### src/rtl/wrr_pop_scheduler_if.sv
// Handshake bundle between the WRR scheduler and its source/destination FIFOs.
// The master side drives the FIFO status, read data and enable; the slave side is the scheduler.
`timescale 1ns/1ps
interface wrr_pop_scheduler_if #(
    parameter int DATA_W = 12
);
    logic              enable;
    logic [3:0]        empty;
    logic [3:0]        almost_full;
    logic [DATA_W-1:0] data_in;
    logic [3:0]        pop;
    logic [3:0]        push;
    logic [DATA_W-1:0] data_out;
    logic [1:0]        sched_state;
    logic              idle;

    modport master (
        output enable, empty, almost_full, data_in,
        input  pop, push, data_out, sched_state, idle
    );

    modport slave (
        input  enable, empty, almost_full, data_in,
        output pop, push, data_out, sched_state, idle
    );
endinterface

### src/rtl/wrr_pop_scheduler.sv
// Weighted round-robin scheduler: pops up to one source VC FIFO per cycle, holds the grant
// for a burst weight, and routes each popped word two cycles later to its destination FIFO.
`timescale 1ns/1ps
module wrr_pop_scheduler #(
    parameter int         DATA_W   = 12,
    parameter int         DEST_LSB = 8,
    parameter logic [3:0] W0       = 4'd4,
    parameter logic [3:0] W1       = 4'd3,
    parameter logic [3:0] W2       = 4'd2,
    parameter logic [3:0] W3       = 4'd1
) (
    input  logic               clk,
    input  logic               reset_L,
    wrr_pop_scheduler_if.slave bus
);
    typedef enum logic [1:0] {
        ST_IDLE   = 2'd0,
        ST_ACTIVE = 2'd1,
        ST_STALL  = 2'd2
    } state_t;

    function automatic logic [3:0] weight_of(input logic [1:0] idx);
        case (idx)
            2'd0:    weight_of = W0;
            2'd1:    weight_of = W1;
            2'd2:    weight_of = W2;
            default: weight_of = W3;
        endcase
    endfunction

    function automatic logic [3:0] onehot4(input logic [1:0] idx);
        onehot4 = 4'b0001 << idx;
    endfunction

    logic [1:0]        r_cur;
    logic [3:0]        r_credit;
    logic              r_rd_vld;
    logic [3:0]        r_push;
    logic [DATA_W-1:0] r_data_out;
    state_t            r_state;
    state_t            w_state_nxt;

    logic [1:0]        w_sel;
    logic              w_sel_vld;
    logic              w_reload;
    logic              w_pop_go;
    logic [3:0]        w_ne_rot;
    logic [1:0]        w_ofs;
    logic [1:0]        w_c1;
    logic [1:0]        w_c2;
    logic [1:0]        w_c3;

    // Source selection: stay on cur while it has data and credit, else rotate with reload.
    always_comb begin
        w_c1      = r_cur + 2'd1;
        w_c2      = r_cur + 2'd2;
        w_c3      = r_cur + 2'd3;
        w_ne_rot  = {!bus.empty[r_cur], !bus.empty[w_c3], !bus.empty[w_c2], !bus.empty[w_c1]};
        w_ofs     = 2'd0;
        w_sel     = r_cur;
        w_sel_vld = 1'b0;
        w_reload  = 1'b0;
        casez (w_ne_rot)
            4'b???1: w_ofs = 2'd1;
            4'b??10: w_ofs = 2'd2;
            4'b?100: w_ofs = 2'd3;
            4'b1000: w_ofs = 2'd0;
            default: w_ofs = 2'd0;
        endcase
        if (!bus.empty[r_cur] && (r_credit != 4'd0)) begin
            w_sel     = r_cur;
            w_sel_vld = 1'b1;
            w_reload  = 1'b0;
        end else begin
            w_sel     = r_cur + w_ofs;
            w_sel_vld = |w_ne_rot;
            w_reload  = |w_ne_rot;
        end
    end

    // Pops are gated by reset so nothing is read from a source while the block is held in reset.
    assign w_pop_go = w_sel_vld && bus.enable && (bus.almost_full == 4'b0000) && reset_L;
    assign bus.pop  = w_pop_go ? onehot4(w_sel) : 4'b0000;

    // Grant pointer and burst credit; both hold whenever no pop is issued.
    always_ff @(posedge clk or negedge reset_L) begin
        if (!reset_L) begin
            r_cur    <= 2'd0;
            r_credit <= W0;
        end else if (w_pop_go) begin
            if (w_reload) begin
                r_cur    <= w_sel;
                r_credit <= weight_of(w_sel) - 4'd1;
            end else begin
                r_credit <= r_credit - 4'd1;
            end
        end
    end

    // Read-valid marks the cycle in which data_in carries the word popped last cycle.
    always_ff @(posedge clk or negedge reset_L) begin
        if (!reset_L) begin
            r_rd_vld <= 1'b0;
        end else begin
            r_rd_vld <= w_pop_go;
        end
    end

    // Capture the read word and strobe its destination FIFO for exactly one cycle.
    always_ff @(posedge clk or negedge reset_L) begin
        if (!reset_L) begin
            r_push     <= 4'b0000;
            r_data_out <= {DATA_W{1'b0}};
        end else if (r_rd_vld) begin
            r_push     <= onehot4(bus.data_in[DEST_LSB+1:DEST_LSB]);
            r_data_out <= bus.data_in;
        end else begin
            r_push     <= 4'b0000;
        end
    end

    // Scheduler state register.
    always_ff @(posedge clk or negedge reset_L) begin
        if (!reset_L) begin
            r_state <= ST_IDLE;
        end else begin
            r_state <= w_state_nxt;
        end
    end

    // Next state by priority: disabled, then backpressure, then pending data.
    always_comb begin
        w_state_nxt = ST_IDLE;
        if (!bus.enable) begin
            w_state_nxt = ST_IDLE;
        end else if (|bus.almost_full) begin
            w_state_nxt = ST_STALL;
        end else if (!(&bus.empty)) begin
            w_state_nxt = ST_ACTIVE;
        end else begin
            w_state_nxt = ST_IDLE;
        end
    end

    assign bus.push        = r_push;
    assign bus.data_out    = r_data_out;
    assign bus.sched_state = r_state;
    assign bus.idle        = (&bus.empty) && !r_rd_vld && (r_push == 4'b0000);
endmodule

### src/flat_wrapper.sv
// flat-port wrapper written by rule: the top's interface ports become plain ports
module wrr_pop_scheduler_flat 
#(
    parameter int         DATA_W   = 12,
    parameter int         DEST_LSB = 8,
    parameter logic [3:0] W0       = 4'd4,
    parameter logic [3:0] W1       = 4'd3,
    parameter logic [3:0] W2       = 4'd2,
    parameter logic [3:0] W3       = 4'd1
)
  (clk, reset_L, bus_enable, bus_empty, bus_almost_full, bus_data_in, bus_pop, bus_push, bus_data_out, bus_sched_state, bus_idle);
  wrr_pop_scheduler_if #(.DATA_W(DATA_W)) bus_i ();
  input  logic clk;
  input  logic reset_L;
  input wire logic [$bits(bus_i.enable)-1:0] bus_enable;
  input wire logic [$bits(bus_i.empty)-1:0] bus_empty;
  input wire logic [$bits(bus_i.almost_full)-1:0] bus_almost_full;
  input wire logic [$bits(bus_i.data_in)-1:0] bus_data_in;
  output wire logic [$bits(bus_i.pop)-1:0] bus_pop;
  output wire logic [$bits(bus_i.push)-1:0] bus_push;
  output wire logic [$bits(bus_i.data_out)-1:0] bus_data_out;
  output wire logic [$bits(bus_i.sched_state)-1:0] bus_sched_state;
  output wire logic [$bits(bus_i.idle)-1:0] bus_idle;
  assign bus_i.enable = bus_enable;
  assign bus_i.empty = bus_empty;
  assign bus_i.almost_full = bus_almost_full;
  assign bus_i.data_in = bus_data_in;
  assign bus_pop = bus_i.pop;
  assign bus_push = bus_i.push;
  assign bus_data_out = bus_i.data_out;
  assign bus_sched_state = bus_i.sched_state;
  assign bus_idle = bus_i.idle;
  wrr_pop_scheduler #(.DATA_W(DATA_W), .DEST_LSB(DEST_LSB), .W0(W0), .W1(W1), .W2(W2), .W3(W3)) u_core (.clk(clk), .reset_L(reset_L), .bus(bus_i));
endmodule
### config.mk
export PLATFORM = sky130hd
export DESIGN_NAME = wrr_pop_scheduler_flat
export DESIGN_NICKNAME = d
export VERILOG_FILES = /design/src/rtl/wrr_pop_scheduler_if.sv /design/src/rtl/wrr_pop_scheduler.sv /design/src/flat_wrapper.sv
export SDC_FILE = /design/constraint.sdc
export NUM_CORES = 1
export LEC_CHECK = 0
export CAP_MARGIN = 20
export CORE_MARGIN = 2
export CORE_UTILIZATION = 50
export CTS_CLUSTER_SIZE = 25
export DETAILED_ROUTE_END_ITERATION = 7
export GPL_TIMING_DRIVEN = 0
export PLACE_DENSITY = 0.88
export SETUP_SLACK_MARGIN = 0.1
export SLEW_MARGIN = 15
export SYNTH_ARGS = -nofsm -noshare
export SYNTH_HDL_FRONTEND = slang
export SYNTH_SLANG_ARGS = --single-unit
### constraint.sdc
create_clock -name clk -period 6.1 [get_ports clk]
set_input_delay 1.22 -clock clk [delete_from_list [all_inputs] [get_ports clk]]
set_output_delay 1.22 -clock clk [all_outputs]
set_load 0.1 [all_outputs]
# Word level (Yosys, flattened, before mapping)
# Index checks and enable logic that the tools add are counted.
# word_totals
latchBits	0
ram_bits	0
inputBits	23
output_inout_bits	23
mem_count	0
romBits	0
regBits	25
wordCells	62
# classes
reduce_logical	19
order_cmp	4
shifts	2
bitwise_logic	0
multipliers	0
div	0
addsub	6
n_mux	21
n_eq_ne	4
# op_table
operator	count
two-way mux 4 bit	5
< comparator 2 x 3 -> 1 bit, second input constant	4
one-hot mux 3 bit (3 select lines)	1
binary-select mux 1 bit (select 2 bit)	4
logical NOT 4 bit	2
OR reduction 4 bit	2
<< shifter 1 x 2 -> 4 bit, first input constant	2
subtractor 4 x 1 -> 4 bit, second input constant	2
two-way mux 1 bit	7
logical AND 1 bit	6
two-way mux 2 bit	3
one-hot mux 2 bit (3 select lines)	1
logical NOT 1 bit	5
adder 2 bit, second input constant	2
equality test 2 bit, second input constant	2
AND reduction 4 bit	1
nonzero test 4 bit	1
equality test 3 bit, second input constant	1
adder 2 x 1 -> 2 bit, second input constant	1
adder 2 bit	1
equality test 2 x 1 -> 1 bit, second input constant	1
logical NOT 2 bit	1
AND reduction 2 bit	1

# Depth between registers and ports, before layout
# logic_depth
depth_word	14
ltp_mapped	17
mapped_depth_nobuf	16

# Least setup slack after synthesis
# Ideal clock, no wire load.
# synth_timing
path_type	input to output
from	input port bus_empty[2]
to	output port bus_idle
t_required_ns	4.880
path_buffers	1
arrival_time_ns	3.637
path_slack_ns	1.243
cell_stages	3
path_cell_list	buf_6 nand4_2 nor3_1
# synth_via
elab_chain_cells	3
# synth_rtl
item	line_no	source
start: declaration	flat_wrapper.sv:16	input wire logic [$bits(bus_i.empty)-1:0] bus_empty;
AND reduction 4 bit	wrr_pop_scheduler.sv:148	assign bus.idle = (&bus.empty) && !r_rd_vld && (r_push == 4'b0000);
logical AND 1 bit (2 in a row)	wrr_pop_scheduler.sv:148	
end: declaration	flat_wrapper.sv:23	output wire logic [$bits(bus_i.idle)-1:0] bus_idle;
# Every way passes these cells.

# Worst setup path after layout
# layout_timing
from	input port bus_empty[3]
to	output port bus_pop[1]
# layout_via
elab_chain_cells	9
word_cells_on_any_way	25
classes_between	add/sub: 1; eq/ne: 2; shift: 1; mux: 12; reduce/logical: 9
# layout_rtl
item	line_no	source
binary-select mux 1 bit (select 2 bit) (on tied branches)	wrr_pop_scheduler.sv:58, wrr_pop_scheduler.sv:70	
two-way mux 1 bit (on tied branches)	wrr_pop_scheduler.sv:58, wrr_pop_scheduler.sv:70	
logical NOT 1 bit (on tied branches)	wrr_pop_scheduler.sv:58, wrr_pop_scheduler.sv:70	
equality test 3 bit, or another cell as far along	wrr_pop_scheduler.sv:63	casez (w_ne_rot)
one-hot mux 2 bit (3 select lines) or two-way mux 1 bit (tied branches)	wrr_pop_scheduler.sv:63, wrr_pop_scheduler.sv:70	
adder 2 bit or logical AND 1 bit (tied branches)	wrr_pop_scheduler.sv:75, wrr_pop_scheduler.sv:82	
two-way mux 2 bit or logical AND 1 bit (tied branches)	wrr_pop_scheduler.sv:70, wrr_pop_scheduler.sv:82	
<< shifter 1 x 2 -> 4 bit or logical AND 1 bit (tied branches)	wrr_pop_scheduler.sv:32, wrr_pop_scheduler.sv:82	
two-way mux 4 bit (*)	wrr_pop_scheduler.sv:83	assign bus.pop = w_pop_go ? onehot4(w_sel) : 4'b0000;
end: declaration	flat_wrapper.sv:19	output wire logic [$bits(bus_i.pop)-1:0] bus_pop;
# Every way passes the cells marked *; elsewhere a longest branch is shown, timed or not. The select of a mux whose other input is x is not followed.

==> metrics <==
Post-synth EDFFs 0; Post-synth top flop dfrtp_1; # rows 19; pin count of the biggest net entering global routing 27; Leak 0.934 nW; core area 0.00278 mm2; largest area contributor in the netlist dfrtp_1; WL per Instance 15.5 um; crit start category primary input; Post-synth ARST share 100%; Setup Skew 6.46 ps; Syn Area/Cell 11.6 um2; Multi-input gate area 777 um2; final WL 3200 um; global-route wire length before repair 5450 um; post-DP HPWL 2480 um; Die ar. 0.00339 mm2; clk_lat worst skew 320 ps; worst reg2reg setup slack 2850 ps; Critical Path End Type output port; total negative slack 0 ps; placer congestion estimate 0.866; Worst Hold Class flip-flop to flip-flop; Hold Slack 520 ps; Final Hold Fails 0; Req. time, crit path 4880 ps; P per Cell Area 434 mW/mm2; status completed; IO Port Bufs 44; CTS Sinks 25; Yosys top cell area share 40.8%; Horiz. Die Dim 58.2 um; Net Count, Synth 157; placed cell areas 0.00195 mm2; post-CTS sizing 0; Starting Density 52.9%; Synth cell types 47; fill cell count 205; IO Count 46; Final #Nets 206; vias in the first global route 1165; Storage cell area 627 um2; Clock Tree Root clkbuf_4; total gr overflow 0; register area share after synthesis 42.6%; hold_buf cts 0; Synth Instances 127; fmax 0.182 GHz; layout cell share with drive strength beyond 1 21.7%; antenna diode count 0; RR Startpoint u_core.r_cur[1]; synthesized cell area 0.00147 mm2; max cap viols 0; Worst-path clk slew 140 ps; ANT nets after route 0; final non-filler cell area 0.00199 mm2; initial antenna violation count 0; CTS H-Tree Depth 1; TritonCTS Buffers 3; largest cells by area after synthesis dfrtp_1 (41%), mux2_2 (9.2%), ha_1 (6.0%); Initial DRT Pass Iterations 4; total track usage 21.2%; CTS tree yes; crit path launch bus_empty[3]; slew margin rel. 32.0%; Worst Tran Pin Value 1020 ps; die span in y 58.2 um; vias per inst 5.65; via count 1164; CP max FO 9; area grow syn2layout 34.9%; # DRC 0; DRT iter0 DRCs 33; final worst path period share 90.3%; Max clock buf depth 2; Synth Register Bits 25; VDD IR max 0.395 mV; Setup Viol. Count Final 0; RSZ-0062 raised after global routing no; Post-CTS Setup Inserts 0; hold path start u_core.bus.data_out[2]; WP data arrival 4290 ps; CP Class primary input to output port; Tmin final 5510 ps; Slew Limit Fails 0; Yosys warning count 0
-- kinds of logic after synthesis --
group | after synthesis | synth area share (%)
buffers and inverters | 10 | 4.59
AOI/OAI and AO/OA | 24 | 12.1
and+or+nand+nor | 43 | 20.9
muxes | 15 | 12.1
xor gates and xnor gates | 3 | 1.79
DFF | 25 | 42.6
adders and majority gates | 7 | 5.95
-- sequential cells by signal (all words and copies together) (netlist names) --
| register | cells |
|---|---|
| u_core.bus.push | 4 |
| u_core.bus.data_out | 12 |
| u_core.bus.sched_state | 2 |
| u_core.r_cur | 2 |
| u_core.r_rd_vld | 1 |
| u_core.r_credit | 4 |
-- synth_stat cells (2+ instances only) --
library cell  instances
mux2_2               12
and4bb_2              2
dfrtp_1              24
a211oi_1              2
buf_6                 2
nor3_2                2
ha_1                  7
a21oi_1               4
nand2_1               5
a211oi_2              2
and2_1                4
and3b_1               2
nor2b_1               3
inv_1                 4
mux2i_1               2
xor2_1                2
nand4_2               2
and3_1                2
nor3_1                3
nor2_1                8
o21ai_0               7
-- per-layer routing --
layer	global-route usage, %	vias up	share of wire, %
met5	0	-	0
met4	7.64	0	2.0
met3	3.13	6	2.9
met2	39.8	23	53
met1	24.1	573	42
li1	-	562	-
-- where the power goes --
part	internal, mW	leakage (nW)	switching (mW)
logic	0.198	0.596	0.360
clock network	0.0250	0.0139	0.0522
registers	0.199	0.324	0.0285
-- through the flow --
step / util [%] / std cells / worst slack (ps) / total power, mW
4_1_cts: 71.2 / 206 / 202 / 0.859
2_1_floorplan: - / 127 / 1240 / 0.656
3_5_place_dp: 70.1 / 202 / 194 / 0.780
3_3_place_gp: 70.1 / 202 / 348 / 0.758
6_report: 71.4 / 206 / 591 / 0.862
5_1_grt: 71.4 / 206 / 353 / 0.931
-- final cells by class --
type	instances	area share, %
Multi-Input combinational cell	92	39.1
Sequential cell	25	31.6
Timing Repair Buffer	44	22.4
Tap cell	31	1.95
Buffer	5	1.76
Inverter	5	1.64
Clock buffer	3	1.13
Clock inverter	1	0.378
-- worst paths after layout --
path	end	cells past startpoint
hold / removal	u_core.bus.data_out[2]	1
setup reg to reg	u_core.r_credit[2]	14
setup / recovery	bus_pop[1]	10
hold reg to reg	u_core.bus.data_out[2]	1
max in group asynchronous	u_core.r_credit[1]	1
min in group asynchronous	u_core.bus.data_out[0]	1
-- worst max-delay path, stage by stage --
cell and delay, ps:
clkdlybuf4s50_1 550, o311ai_0 370, o21ai_0 160, ha_1 210, a21boi_1 150, nor3_2 260, xnor2_1 190, ha_1 270
and2_1 140, dlymetal6s2s_1 750
-- cell usage in the layout, fill, tap and decap left out, types with 2 or more instances in the layout --
| master | synthesis | layout |
|---|---|---|
| mux2_2 | 12 | 12 |
| and3b_1 | 2 | 2 |
| nor3_2 | 2 | 2 |
| xor2_1 | 2 | 2 |
| a211oi_2 | 2 | 2 |
| clkdlybuf4s50_1 | 0 | 39 |
| dlymetal6s2s_1 | 0 | 4 |
| nand4_2 | 2 | 2 |
| dfrtp_1 | 24 | 24 |
| and2_1 | 4 | 4 |
| inv_1 | 4 | 4 |
| ha_1 | 7 | 7 |
| nand2_1 | 5 | 5 |
| nor3_1 | 3 | 3 |
| a21oi_1 | 4 | 4 |
| clkbuf_4 | 0 | 3 |
| and3_1 | 2 | 2 |
| buf_6 | 2 | 2 |
| o21ai_0 | 7 | 7 |
| mux2i_1 | 2 | 2 |
| and4bb_2 | 2 | 2 |
| nor2_1 | 8 | 8 |
| buf_2 | 1 | 2 |
| nor2b_1 | 3 | 3 |
| a211oi_1 | 2 | 2 |
Note: power is estimated with default switching activity, not from simulation.
